===== config.mk =====
export PLATFORM = sky130hd
export DESIGN_NAME = sw_led_pio_flat
export DESIGN_NICKNAME = d
export VERILOG_FILES = /design/src/rtl/sw_led_pio_if.sv /design/src/rtl/sw_led_pio.sv /design/src/flat_wrapper.sv
export SDC_FILE = /design/constraint.sdc
export NUM_CORES = 1
export LEC_CHECK = 0
export CAP_MARGIN = 20
export CELL_PAD_IN_SITES_DETAIL_PLACEMENT = 1
export CELL_PAD_IN_SITES_GLOBAL_PLACEMENT = 1
export CORE_AREA = 4 4 152 154
export CTS_BUF_LIST = sky130_fd_sc_hd__clkbuf_8
export DETAILED_ROUTE_END_ITERATION = 16
export DIE_AREA = 0 0 156 158
export PLACE_DENSITY = 0.86
export SETUP_SLACK_MARGIN = 0.5
export SYNTH_ARGS = -nofsm -noshare
export SYNTH_HDL_FRONTEND = slang
export SYNTH_SLANG_ARGS = --single-unit

===== constraint.sdc =====
create_clock -name clk -period 12.99 [get_ports clk]
set_input_delay 1.299 -clock clk [delete_from_list [all_inputs] [get_ports clk]]
set_output_delay 1.299 -clock clk [all_outputs]
set_load 0.005 [all_outputs]

===== src/rtl/sw_led_pio_if.sv =====
// Avalon-MM slave bus plus interrupt line for the switch/LED PIO.
interface sw_led_pio_if;
  logic [1:0]  address;
  logic        read;
  logic        write;
  logic [31:0] writedata;
  logic [31:0] readdata;
  logic        readdatavalid;
  logic        irq;

  modport master (
    output address, read, write, writedata,
    input  readdata, readdatavalid, irq
  );

  modport slave (
    input  address, read, write, writedata,
    output readdata, readdatavalid, irq
  );
endinterface


===== src/rtl/sw_led_pio.sv =====
// Switch/LED PIO: synchronized and debounced switches, LED register,
// latched edge flags with maskable level interrupt, fixed latency-1 reads.
module sw_led_pio #(
  parameter int WIDTH           = 10,
  parameter int DEBOUNCE_CYCLES = 50000
) (
  input  logic             clk,
  input  logic             reset,
  sw_led_pio_if.slave      bus,
  input  logic [WIDTH-1:0] sw_in,
  output logic [WIDTH-1:0] led_out
);

  // Counter stops at DEBOUNCE_CYCLES-1: the edge that would reach the limit commits the new value.
  localparam int CNT_W = (DEBOUNCE_CYCLES > 1) ? $clog2(DEBOUNCE_CYCLES) : 1;
  localparam logic [CNT_W-1:0] CNT_LAST = CNT_W'(DEBOUNCE_CYCLES - 1);

  logic [WIDTH-1:0] r_sync1;
  logic [WIDTH-1:0] r_sync2;
  logic [WIDTH-1:0] r_db;
  logic [CNT_W-1:0] r_cnt [WIDTH];
  logic [WIDTH-1:0] r_led;
  logic [WIDTH-1:0] r_mask;
  logic [WIDTH-1:0] r_edge;
  logic [31:0]      r_rdata_p1;
  logic             r_rdv_p1;

  logic [WIDTH-1:0] w_db_nxt;
  logic [WIDTH-1:0] w_clr;
  logic [31:0]      w_rd_sel;
  logic             w_wr_led;
  logic             w_wr_mask;
  logic             w_unused_wd;

  assign w_wr_led    = bus.write && (bus.address == 2'd1);
  assign w_wr_mask   = bus.write && (bus.address == 2'd2);
  assign w_unused_wd = ^bus.writedata;

  always_comb begin
    w_db_nxt = r_db;
    for (int i = 0; i < WIDTH; i++) begin
      if ((r_sync2[i] != r_db[i]) && (r_cnt[i] == CNT_LAST))
        w_db_nxt[i] = r_sync2[i];
    end
  end

  always_comb begin
    w_clr = '0;
    if (bus.write && (bus.address == 2'd3))
      w_clr = bus.writedata[WIDTH-1:0];
  end

  always_comb begin
    w_rd_sel = '0;
    case (bus.address)
      2'd0:    w_rd_sel = 32'(r_db);
      2'd1:    w_rd_sel = 32'(r_led);
      2'd2:    w_rd_sel = 32'(r_mask);
      default: w_rd_sel = 32'(r_edge);
    endcase
  end

  // Input stage: two-flop synchronizer and per-bit debounce counters.
  always_ff @(posedge clk or posedge reset) begin
    if (reset) begin
      r_sync1 <= '0;
      r_sync2 <= '0;
      r_db    <= '0;
      for (int i = 0; i < WIDTH; i++) r_cnt[i] <= '0;
    end else begin
      r_sync1 <= sw_in;
      r_sync2 <= r_sync1;
      r_db    <= w_db_nxt;
      for (int i = 0; i < WIDTH; i++) begin
        if ((r_sync2[i] == r_db[i]) || (r_cnt[i] == CNT_LAST))
          r_cnt[i] <= '0;
        else
          r_cnt[i] <= r_cnt[i] + 1'b1;
      end
    end
  end

  // Register file; a new debounced change outranks a same-edge clear.
  always_ff @(posedge clk or posedge reset) begin
    if (reset) begin
      r_led  <= '0;
      r_mask <= '0;
      r_edge <= '0;
    end else begin
      if (w_wr_led)  r_led  <= bus.writedata[WIDTH-1:0];
      if (w_wr_mask) r_mask <= bus.writedata[WIDTH-1:0];
      r_edge <= (r_edge & ~w_clr) | (w_db_nxt ^ r_db);
    end
  end

  // Read response stage: captures pre-write contents, one-cycle pulse.
  always_ff @(posedge clk or posedge reset) begin
    if (reset) begin
      r_rdata_p1 <= '0;
      r_rdv_p1   <= 1'b0;
    end else begin
      r_rdv_p1   <= bus.read;
      r_rdata_p1 <= bus.read ? w_rd_sel : 32'd0;
    end
  end

  assign bus.readdata      = r_rdata_p1;
  assign bus.readdatavalid = r_rdv_p1;
  assign bus.irq           = |(r_edge & r_mask);
  assign led_out           = r_led;

endmodule


===== src/flat_wrapper.sv =====
// flat-port wrapper written by rule: the top's interface ports become plain ports
module sw_led_pio_flat 
#(
  parameter int WIDTH           = 10,
  parameter int DEBOUNCE_CYCLES = 50000
)
  (clk, reset, sw_in, led_out, bus_address, bus_read, bus_write, bus_writedata, bus_readdata, bus_readdatavalid, bus_irq);
  sw_led_pio_if bus_i ();
  input  logic clk;
  input  logic reset;
  input  logic [WIDTH-1:0] sw_in;
  output logic [WIDTH-1:0] led_out;
  input wire logic [$bits(bus_i.address)-1:0] bus_address;
  input wire logic [$bits(bus_i.read)-1:0] bus_read;
  input wire logic [$bits(bus_i.write)-1:0] bus_write;
  input wire logic [$bits(bus_i.writedata)-1:0] bus_writedata;
  output wire logic [$bits(bus_i.readdata)-1:0] bus_readdata;
  output wire logic [$bits(bus_i.readdatavalid)-1:0] bus_readdatavalid;
  output wire logic [$bits(bus_i.irq)-1:0] bus_irq;
  assign bus_i.address = bus_address;
  assign bus_i.read = bus_read;
  assign bus_i.write = bus_write;
  assign bus_i.writedata = bus_writedata;
  assign bus_readdata = bus_i.readdata;
  assign bus_readdatavalid = bus_i.readdatavalid;
  assign bus_irq = bus_i.irq;
  sw_led_pio #(.WIDTH(WIDTH), .DEBOUNCE_CYCLES(DEBOUNCE_CYCLES)) u_core (.clk(clk), .reset(reset), .bus(bus_i), .sw_in(sw_in), .led_out(led_out));
endmodule

Yosys cells after proc, flatten, opt, wreduce, memory -nomap -nowiden
Index checks and enable logic that the tools add are counted.

Bits in registers: 253. Input bits: 48. Output and inout port bits: 44. Word-level logic and storage cells: 114.

$add $sub $neg: 10. Equal/unequal tests: 33. Muxes and demuxes: 23. Bitwise gates (word level): 5. Reduce and logical (&&, ||, !) cells: 25.

Operator list (count): $add 16x1->16 const B (10); $eq 16x16->1 const B (10); $mux 16 (10); $pmux 10 s3 (1); $and 10x10->10 (2); $mux 10 (2); $logic_and 1x1->1 (13); $eq 1x1->1 (10); $logic_or 1x1->1 (10); $mux 1 (10); $ne 1x1->1 (10); $not 10->10 (1); $or 10x10->10 (1); $reduce_or 10->1 (1); $xor 10x10->10 (1); $eq 2x2->1 const B (2); $eq 2x1->1 const B (1); $logic_not 2->1 (1).

Logic depth before layout (Yosys ltp)
Gate-level depths: netlist of run 1.

Depth after elaboration: 6. Gate-level depth with buffers: 6. Mapped depth without buffers: 5.

Worst setup path before layout of run 1
OpenSTA, ideal clock, no wires.

Kind: input -> register. Start: input bus_address[1]. End: register u_core.r_mask[0]. Library setup time: 0.125 ns. Data arrival time: 2.276 ns. Data required time: 12.865 ns. Slack: 10.589 ns. Stages on the path: 4. Buffers on the path: 2. Path through: buf_2 > nand3b_1 > clkbuf_1 > mux2_2.

Longest elaborated chain between the ends: 2.

RTL lines: from (decl) (line flat_wrapper.sv:13) `input wire logic [$bits(bus_i.address)-1:0] bus_address;`; $eq 2x2->1 (line sw_led_pio.sv:36) `assign w_wr_mask = bus.write && (bus.address == 2'd2);`; $logic_and 1x1->1 (line sw_led_pio.sv:36); to (signal assigned) (line sw_led_pio.sv:91) `if (w_wr_mask) r_mask <= bus.writedata[WIDTH-1:0];`; to (decl) (line sw_led_pio.sv:23) `logic [WIDTH-1:0] r_mask;`.

Every way passes these cells. A chain may end at the register's enable or synchronous reset.

==> qor.yml, run 1 <==
vias: 7623
status: "finished, final reports clean"
hold_viol: 0
critPathMaxFanout: 95
drtIter0Drc: 352
route.detailed.drc: 0
clockRootBuffer: "clkbuf_8"
yosys.area.top_type: "dfrtp_1"
ys_ff_latch: 231
worstMarginPinSlew_ns: 0.934
p_sw_w: 0.000381
core_area_sq_mm: 0.0217
multi_input_area_sq_mm: 0.00467
crit_type: "input port to asynchronous set/reset pin"
hp-class: "flip-flop to flip-flop"
dieArea_sq_mm: 0.0246
fin_total_pwr_w: 0.00160
cp-start-kind: "input port"
grt_usage: 0.215
routabilityCongestion: 0.797
relSlewSlack: 0.378
end_kind: "asynchronous set/reset pin"
areaGrowthSynthToFinish_pct: 14.4
swShare: 0.238
ff_latch_area_sq_mm: 0.00578
fp.dieH_microns: 158
netlist_area_sq_mm: 0.0107
io_pins: 92
rows: 54
postCtsSetupRepairBufs: 0
peakVddDrop_uv: 75.8
clk_path_buf_depth: 3
required_ns: 13.53
ys.flop_type: "dfrtp_1"
grt_pass1_vias: 8281
fmax_mhz: 290
grt_pass1_wl_mm: 42.7
start_util: 0.496
via_per_inst: 5.51
async_flop_share: 1.00
combPwrFrac: 0.065
cts.clk_slew.worst_paths_ns: 0.05
post_drt_wl_per_cell_microns: 18.6
drive_gt1_frac: 0.111
diodes: 0
grt.overflow.total: 0
worst_slack_ns: 9.54
nets: 1135
synthTopCellsByArea: "dfrtp_1, xnor2_1, nor2_1"
cts_resized: 0
cts_sinks: 231
synth_cells: 1001
drt_wl_total_mm: 25.8
cts_made_buffers: 41
dp_hpwl_mm: 17.2
worstSkewPairLatency_ns: 0.55
setup_viol: 0
p_per_area_mw_per_mm2: 130
syn_avg_cell_area_sq_um: 10.7
fill_cells: 2340
pre_cts_ws_ns: 8.83
seq_power_share: 0.483
rsz0062_at_grt: "false"
p_clk_frac: 0.452
synth_cell_type_count: 43
fin_skew_ns: 0.0118
final_antenna_net_count: 0
worst_ep_arrival_time_ns: 3.99
most-common-layout-cells: "dfrtp_1, nor2_1, xnor2_1"
grt_start_max_net_pins: 96
cts_tree: "done"
ys_warn_count: 0
yosys.area.top_type_share: 0.538
cap_violations: 0
io_buffer_count: 47
die_w_microns: 156
antenna_found_initial: 0
final.period_utilization: 0.266
cts_hold_buf: 0
power.leakage_nw: 5.02
min_period_ns: 3.45
dr.pass1.iters: 6
postLayoutCoreUtil: 0.567
tns_ns: 0
intPower_w: 0.00122
htree_num_levels: 2
synth-edff-count: 0
synth-seq-area-share: 0.538
layout_commonest_cell: "dfrtp_1"
slew_violations: 0
-- power by group through the flow --
stage	Combinational (W)	Sequential (W)	Clock, W
detailed placement	0.000104	0.000787	0
global route	0.000115	0.000778	0.000781
finish	0.000104	0.000776	0.000725
CTS	0.000106	0.000775	0.000747
floorplan	0.0000624	0.000777	0
global placement	0.0000996	0.000785	0
-- cells by family (layout without fill, tap and decap cells) --
group / Yosys count / count (layout) / synth area share
fa+ha+maj: 10 / 10 / 0.0116
buf+inv: 69 / 150 / 0.0349
simple gates: 483 / 483 / 0.228
other cells: 1 / 22 / 0.000349
flops: 231 / 231 / 0.538
xor+xnor: 149 / 149 / 0.121
compound gates: 18 / 18 / 0.0118
mux: 40 / 40 / 0.0538
-- cell type report --
type	count	share of cell area
multi-input combinational	722	0.380
inverter	31	0.0101
clock buffer	53	0.0593
tap	280	0.0285
timing repair buffer	50	0.0401
sequential	231	0.470
clock inverter	16	0.0123
-- worst max-delay path: stages --
cell             delay [ns]
clkdlybuf4s50_1        0.49
inv_8                  0.49
buf_4                  0.77
buf_4                  0.84
-- synth_stat cells (all sizes together) (23+ instances only) --
cell type  number
nand3          50
inv            31
nor2          180
nor3           36
dfrtp         231
nand4          44
xnor2         126
buf            29
xor2           23
nand2          66
mux2           30
nor4           38
-- per-stage QoR --
step                      std cells  hold WS [ns]  instance area, sq um
final                          1383         0.348                 12300
after global placement         1314         0.332                 11400
after detailed placement       1314         0.336                 11400
after CTS                      1383         0.349                 12300
after floorplan                1022         0.331                 10800
after global routing           1383         0.361                 12300
-- path summary, 6_finish.rpt --
check	start	endpoint	slack, ns	cells after the start
max in group clk	u_core.r_mask[8]	bus_irq	9.57	4
min	u_core.r_sync1[1]	u_core.r_sync2[1]	0.35	0
min reg2reg	u_core.r_sync1[1]	u_core.r_sync2[1]	0.35	0
min in group asynchronous	reset	u_core.r_cnt[60]	1.26	2
max reg2reg	u_core.r_cnt[0]	u_core.r_cnt[15]	10.67	5
max	reset	u_core.r_cnt[153]	9.54	4
-- flip-flops by register name, indices dropped and copies added, names as in the netlist --
name / flops
u_core.r_sync2: 10
u_core.r_edge: 10
u_core.bus.readdatavalid: 1
u_core.r_sync1: 10
u_core.led_out: 10
u_core.r_cnt: 160
u_core.r_mask: 10
u_core.bus.readdata: 10
u_core.r_db: 10
-- per-layer routing --
metal,wire (microns),track usage,up-vias
met5,0,0,-
met4,566,0.0629,0
met3,990,0.0394,39
met2,13100,0.379,127
met1,11100,0.270,3904
li1,-,-,3553
No activity file was read; power rests on OpenSTA's default activity.
==> run 2, diff against run 1 <==
CORE_AREA = 4 4 155 157   (was 4 4 152 154)
DIE_AREA = 0 0 159 161   (was 0 0 156 158)
PLACE_DENSITY = 0.83   (was 0.86)
clock period = 3.2 ns   (was 12.99 ns; I/O delays follow)
==> qor.yml, run 2 (synthesis results as in run 1) <==
status: "finished, final reports clean"
rsz0062_at_grt: "false"
grt_start_max_net_pins: 134  # +40%
p_per_area_mw_per_mm2: 504  # +290%
cp-start-kind: "flip-flop"
dr.pass1.iters: 4  # -2
min_from: "sw_in[3]"
routabilityCongestion: 0.803  # +0.73%
grt_pass1_wl_mm: 41.2  # -3.6%
via_per_inst: 5.46  # -0.93%
required_ns: 2.88  # -10.65 ns
drive_gt1_frac: 0.101  # -0.00970
relSlewSlack: 0.513  # +0.135
peakVddDrop_uv: 327  # +330%
core_area_sq_mm: 0.0225  # +3.8%
ff2ff_setup_slack_ns: 0.88  # -9.79 ns
min_period_ns: 2.36
worst_ep_arrival_time_ns: 2.04  # -1.95 ns
dieArea_sq_mm: 0.0256  # +3.9%
io_pins: 92  # unchanged
rows: 55  # +1.9%
end_kind: "output port"
ff_latch_area_sq_mm: 0.00578  # unchanged
rr_startpoint: "u_core.r_cnt[0]"
route.detailed.drc: 0  # unchanged
most-common-layout-cells: "dfrtp_1, nor2_1, xnor2_1"
start_util: 0.478  # -0.0179
largest_register_ffs: 160  # unchanged
fin_skew_ns: 0.0142  # +0.00238 ns
drtIter0Drc: 347  # -1.4%
fp.dieH_microns: 161  # +1.9%
grt_pass1_vias: 8031  # -3.0%
die_w_microns: 159  # +1.9%
fill_cells: 2436  # +4.1%
postLayoutCoreUtil: 0.542  # -0.0251
cts_tree: "done"
crit_type: "flip-flop to output port"
fmax_mhz: 423
critPathTopFamily: "buffers and inverters"
clk_path_buf_depth: 3  # unchanged
cts_made_buffers: 41  # unchanged
final_antenna_net_count: 0  # unchanged
multi_input_area_sq_mm: 0.00467  # unchanged
worst_path_largest_cell_delay_ns: 0.53  # -0.31 ns
layout_commonest_cell: "dfrtp_1"
crit_chain: "a22o_1 -> a221oi_1 -> nand4_1 -> clkdlybuf4s50_1"
cts.clk_slew.worst_paths_ns: 0.07  # +0.02 ns
dp_hpwl_mm: 16.4  # -4.7%
regMostFlops: "u_core.r_cnt"
timing.rr.end: "u_core.r_cnt[4]"
hold_depth: 1  # +1
setup_viol: 0  # unchanged
drt_wl_total_mm: 24.6  # -4.6%
reg2reg_depth: 5  # unchanged
slew_violations: 0  # unchanged
htree_num_levels: 2  # unchanged
io_buffer_count: 47  # unchanged
grt.overflow.total: 0  # unchanged
post_drt_wl_per_cell_microns: 17.8  # -4.7%
diodes: 0  # unchanged
power.leakage_nw: 4.98  # -0.71%
hp-class: "input port to flip-flop"
hold_path_end: "u_core.r_sync1[3]"
clockRootBuffer: "clkbuf_8"
tns_ns: 0  # unchanged
vias: 7563  # -0.79%
postCtsSetupRepairBufs: 0  # unchanged
final.period_utilization: 0.738
antenna_found_initial: 1  # +1
cts_resized: 0  # unchanged
grt_usage: 0.193  # -0.0212
worst_path_max_delay_cell: "clkdlybuf4s50_1"
cap_violations: 0  # unchanged
crit_buf_inv: 1  # -3
nets: 1135  # unchanged
cts_sinks: 231  # unchanged
cts_hold_buf: 0  # unchanged
path_depth: 4  # unchanged
critPathMaxFanout: 3  # -97%
worstSkewPairLatency_ns: 0.55  # about the same
worstMarginPinSlew_ns: 0.730  # -0.203 ns
hold_viol: 0  # unchanged
areaGrowthSynthToFinish_pct: 13.5
run 2: changes by cell type in the layout (fill, tap and decap cells not counted), sizes merged:
cell	before	now
clkinv	4	1
clkbuf	53	46
bufinv	3	1
inv	38	47
run 2: through the flow:
stage	hold slack (ns)	power (W)	std cells	cell area, sq um	worst slack [ns]
finish	0.219	0.00614	1385	12200	0.838
global route	0.182	0.00642	1385	12200	0.723
CTS	0.189	0.00623	1385	12200	0.790
detailed placement	0.339	0.00362	1319	11400	0.786
global placement	0.334	0.00359	1319	11400	0.784
floorplan	0.331	0.00341	1022	10800	-0.142
run 2: metal layers:
layer,part of all wire,up-vias,GRT usage
li1,-,3544,-
met4,0.021,2,0.0529
met2,0.50,117,0.328
met1,0.45,3852,0.254
met5,0.00053,-,0
met3,0.035,48,0.0413
run 2: cell type report:
type | instances | area share
clock buffers | 46 | 0.0519
clock inverters | 20 | 0.00954
inverters | 31 | 0.00985
multi-input cells | 722 | 0.383
flip-flops and latches | 231 | 0.474
well taps | 285 | 0.0292
repair buffers | 50 | 0.0425
run 2: where the power goes:
part           switching (W)  internal (W)
clock network        0.00119       0.00139
registers           0.000109       0.00303
logic               0.000207      0.000214
total                0.00151       0.00464
run 2: how the worst max path moves through the flow:
| stage | from | end | slack (ns) |
|---|---|---|---|
| 2_1_floorplan | reset | u_core.bus.readdata[0] | -0.14 |
| 3_3_place_gp | bus_address[0] | u_core.led_out[3] | 0.78 |
| 3_5_place_dp | bus_address[0] | u_core.led_out[0] | 0.79 |
| 4_1_cts | u_core.r_mask[8] | bus_irq | 0.79 |
| 5_1_grt | u_core.r_mask[8] | bus_irq | 0.72 |
| 6_report | u_core.r_mask[8] | bus_irq | 0.84 |
==> run 3, diff against run 2 <==
CORE_AREA = 4 4 164 166   (was 4 4 155 157)
DIE_AREA = 0 0 168 170   (was 0 0 159 161)
PLACE_DENSITY = 0.78   (was 0.83)
clock period = 2.1 ns   (was 3.2 ns; I/O delays follow)
==> qor.yml, run 3 (synthesis results as in run 1) <==
status: "finished, final reports clean"
min_period_ns: 2.08
end_kind: "output port"
pre_cts_ws_ns: 0.147  # -0.638 ns
die_w_microns: 168  # +5.7%
cap_violations: 0  # unchanged
regMostFlops: "u_core.r_cnt"
crit_buf_inv: 1  # unchanged
path_depth: 4  # unchanged
cts_tree: "done"
dr.pass1.iters: 4  # unchanged
most-common-layout-cells: "dfrtp_1, xnor2_1, nor2_1"
cts.clk_slew.worst_paths_ns: 0.06  # about the same
dieArea_sq_mm: 0.0286  # +12%
crit_type: "flip-flop to output port"
dp_hpwl_mm: 17.0  # +4.2%
fmax_mhz: 481
place_area_sq_mm: 0.0118  # +3.0%
via_per_inst: 5.31  # -2.8%
nets: 1225  # +7.9%
worst_ep_arrival_time_ns: 1.87  # -0.17 ns
io_buffer_count: 47  # unchanged
grt_start_max_net_pins: 64  # -52%
setup_viol: 0  # unchanged
grt_usage: 0.179  # -0.0140
routabilityCongestion: 0.799  # -0.54%
rows: 59  # +7.3%
start_util: 0.420  # -0.0580
hp-class: "input port to asynchronous set/reset pin"
relSlewSlack: 0.258  # -0.256
route.detailed.drc: 0  # unchanged
drtIter0Drc: 394  # +14%
final.period_utilization: 0.990
critPathMaxFanout: 3  # unchanged
areaGrowthSynthToFinish_pct: 30.2
grt_pass1_wl_mm: 42.5  # +3.1%
reg2reg_depth: 5  # unchanged
grt_pass1_vias: 8408  # +4.7%
layout_commonest_cell: "dfrtp_1"
fin_skew_ns: 0.0136  # -0.000569 ns
drt_wl_total_mm: 28.2  # +15%
fp.dieH_microns: 170  # +5.6%
worst_path_max_delay_cell: "dfrtp_1"
core_area_sq_mm: 0.0256  # +14%
startpoint: "u_core.r_mask[8]"
cts_sinks: 231  # unchanged
htree_num_levels: 2  # unchanged
rr_startpoint: "u_core.r_cnt[148]"
p_per_area_mw_per_mm2: 693  # +38%
antenna_found_initial: 2  # +1
fin_total_pwr_w: 0.00970  # +58%
rsz0062_at_grt: "true"
worstMarginPinSlew_ns: 1.11  # +0.379 ns
cts_made_buffers: 40  # -2.4%
power.leakage_nw: 5.56  # +12%
cts_hold_buf: 0  # unchanged
largest_register_ffs: 160  # unchanged
post_drt_wl_per_cell_microns: 18.4  # +3.8%
slew_violations: 0  # unchanged
cp-start-kind: "flip-flop"
final_area_sq_mm: 0.0140  # +15%
crit_chain: "a22o_1 -> a221oi_2 -> nand4_1 -> buf_2"
hold_viol: 0  # unchanged
worst_slack_ns: 0.0220  # -0.816 ns
peakVddDrop_uv: 577  # +76%
critPathTopFamily: "compound AO/OA/AOI/OAI gates"
io_pins: 92  # unchanged
drive_gt1_frac: 0.277  # +0.176
vias: 8125  # +7.4%
required_ns: 1.89  # -0.99 ns
worstSkewPairLatency_ns: 0.54  # about the same
grt.overflow.total: 0  # unchanged
clk_path_buf_depth: 3  # unchanged
worst_path_largest_cell_delay_ns: 0.40  # -0.13 ns
final_antenna_net_count: 0  # unchanged
clockRootBuffer: "clkbuf_8"
[run 3: worst paths after layout]
| path | end | slack, ns |
|---|---|---|
| hold reg to reg | u_core.r_sync2[6] | 0.35 |
| setup / recovery | bus_irq | 0.02 |
| min in group clk | u_core.r_sync1[7] | 0.11 |
| max in group asynchronous | u_core.r_cnt[151] | 1.33 |
| hold / removal | u_core.r_mask[3] | 0.07 |
| setup reg to reg | u_core.r_cnt[158] | 0.10 |
[run 3: final cells by class]
cell class,instances,area [sq um]
Antenna cell,1,2.50
Multi-Input combinational cell,727,5610
Sequential cell,231,5790
Clock inverter,19,106
Fill cell,2697,11600
Clock buffer,50,688
Inverter,31,120
Timing Repair Buffer,136,1260
Tap cell,335,419
[run 3: repair_timing]
action                                  in CTS  in global routing
endpoints found under the setup margin     165                172
gates cloned                                 4                  2
pin swaps                                   15                 25
buffers inserted                            34                 31
gates resized for setup                     64                171
[run 3: worst reg2reg max path, stage by stage (launching register included)]
cell and delay (ns):
dfrtp_1 0.40, or4b_1 0.53, or4_4 0.62, buf_6 0.17, nand2_8 0.12, nor2_1 0.06
[run 3: routing by layer]
metal / vias to the layer above / global-route usage / routed length (microns)
met4: 0 / 0.0593 / 743
met1: 4191 / 0.227 / 11500
met3: 58 / 0.0309 / 952
met5: - / 0 / 0
met2: 131 / 0.315 / 15000
li1: 3745 / - / -
[run 3: metrics by stage]
stage / setup TNS, ns / util / hold WS, ns / std cells
after floorplan: -261.48 / - / 0.241 / 1022
after global placement: 0 / 0.460 / 0.332 / 1389
after detailed placement: 0 / 0.460 / 0.336 / 1389
after CTS: 0 / 0.509 / 0.0494 / 1496
after global routing: -0.0326 / 0.546 / 0.0808 / 1530
final: 0 / 0.546 / 0.0658 / 1530
[run 3: where the power goes]
part           internal (W)  switching, W
Combinational      0.000406      0.000424
Sequential          0.00462      0.000169
Clock               0.00225       0.00182
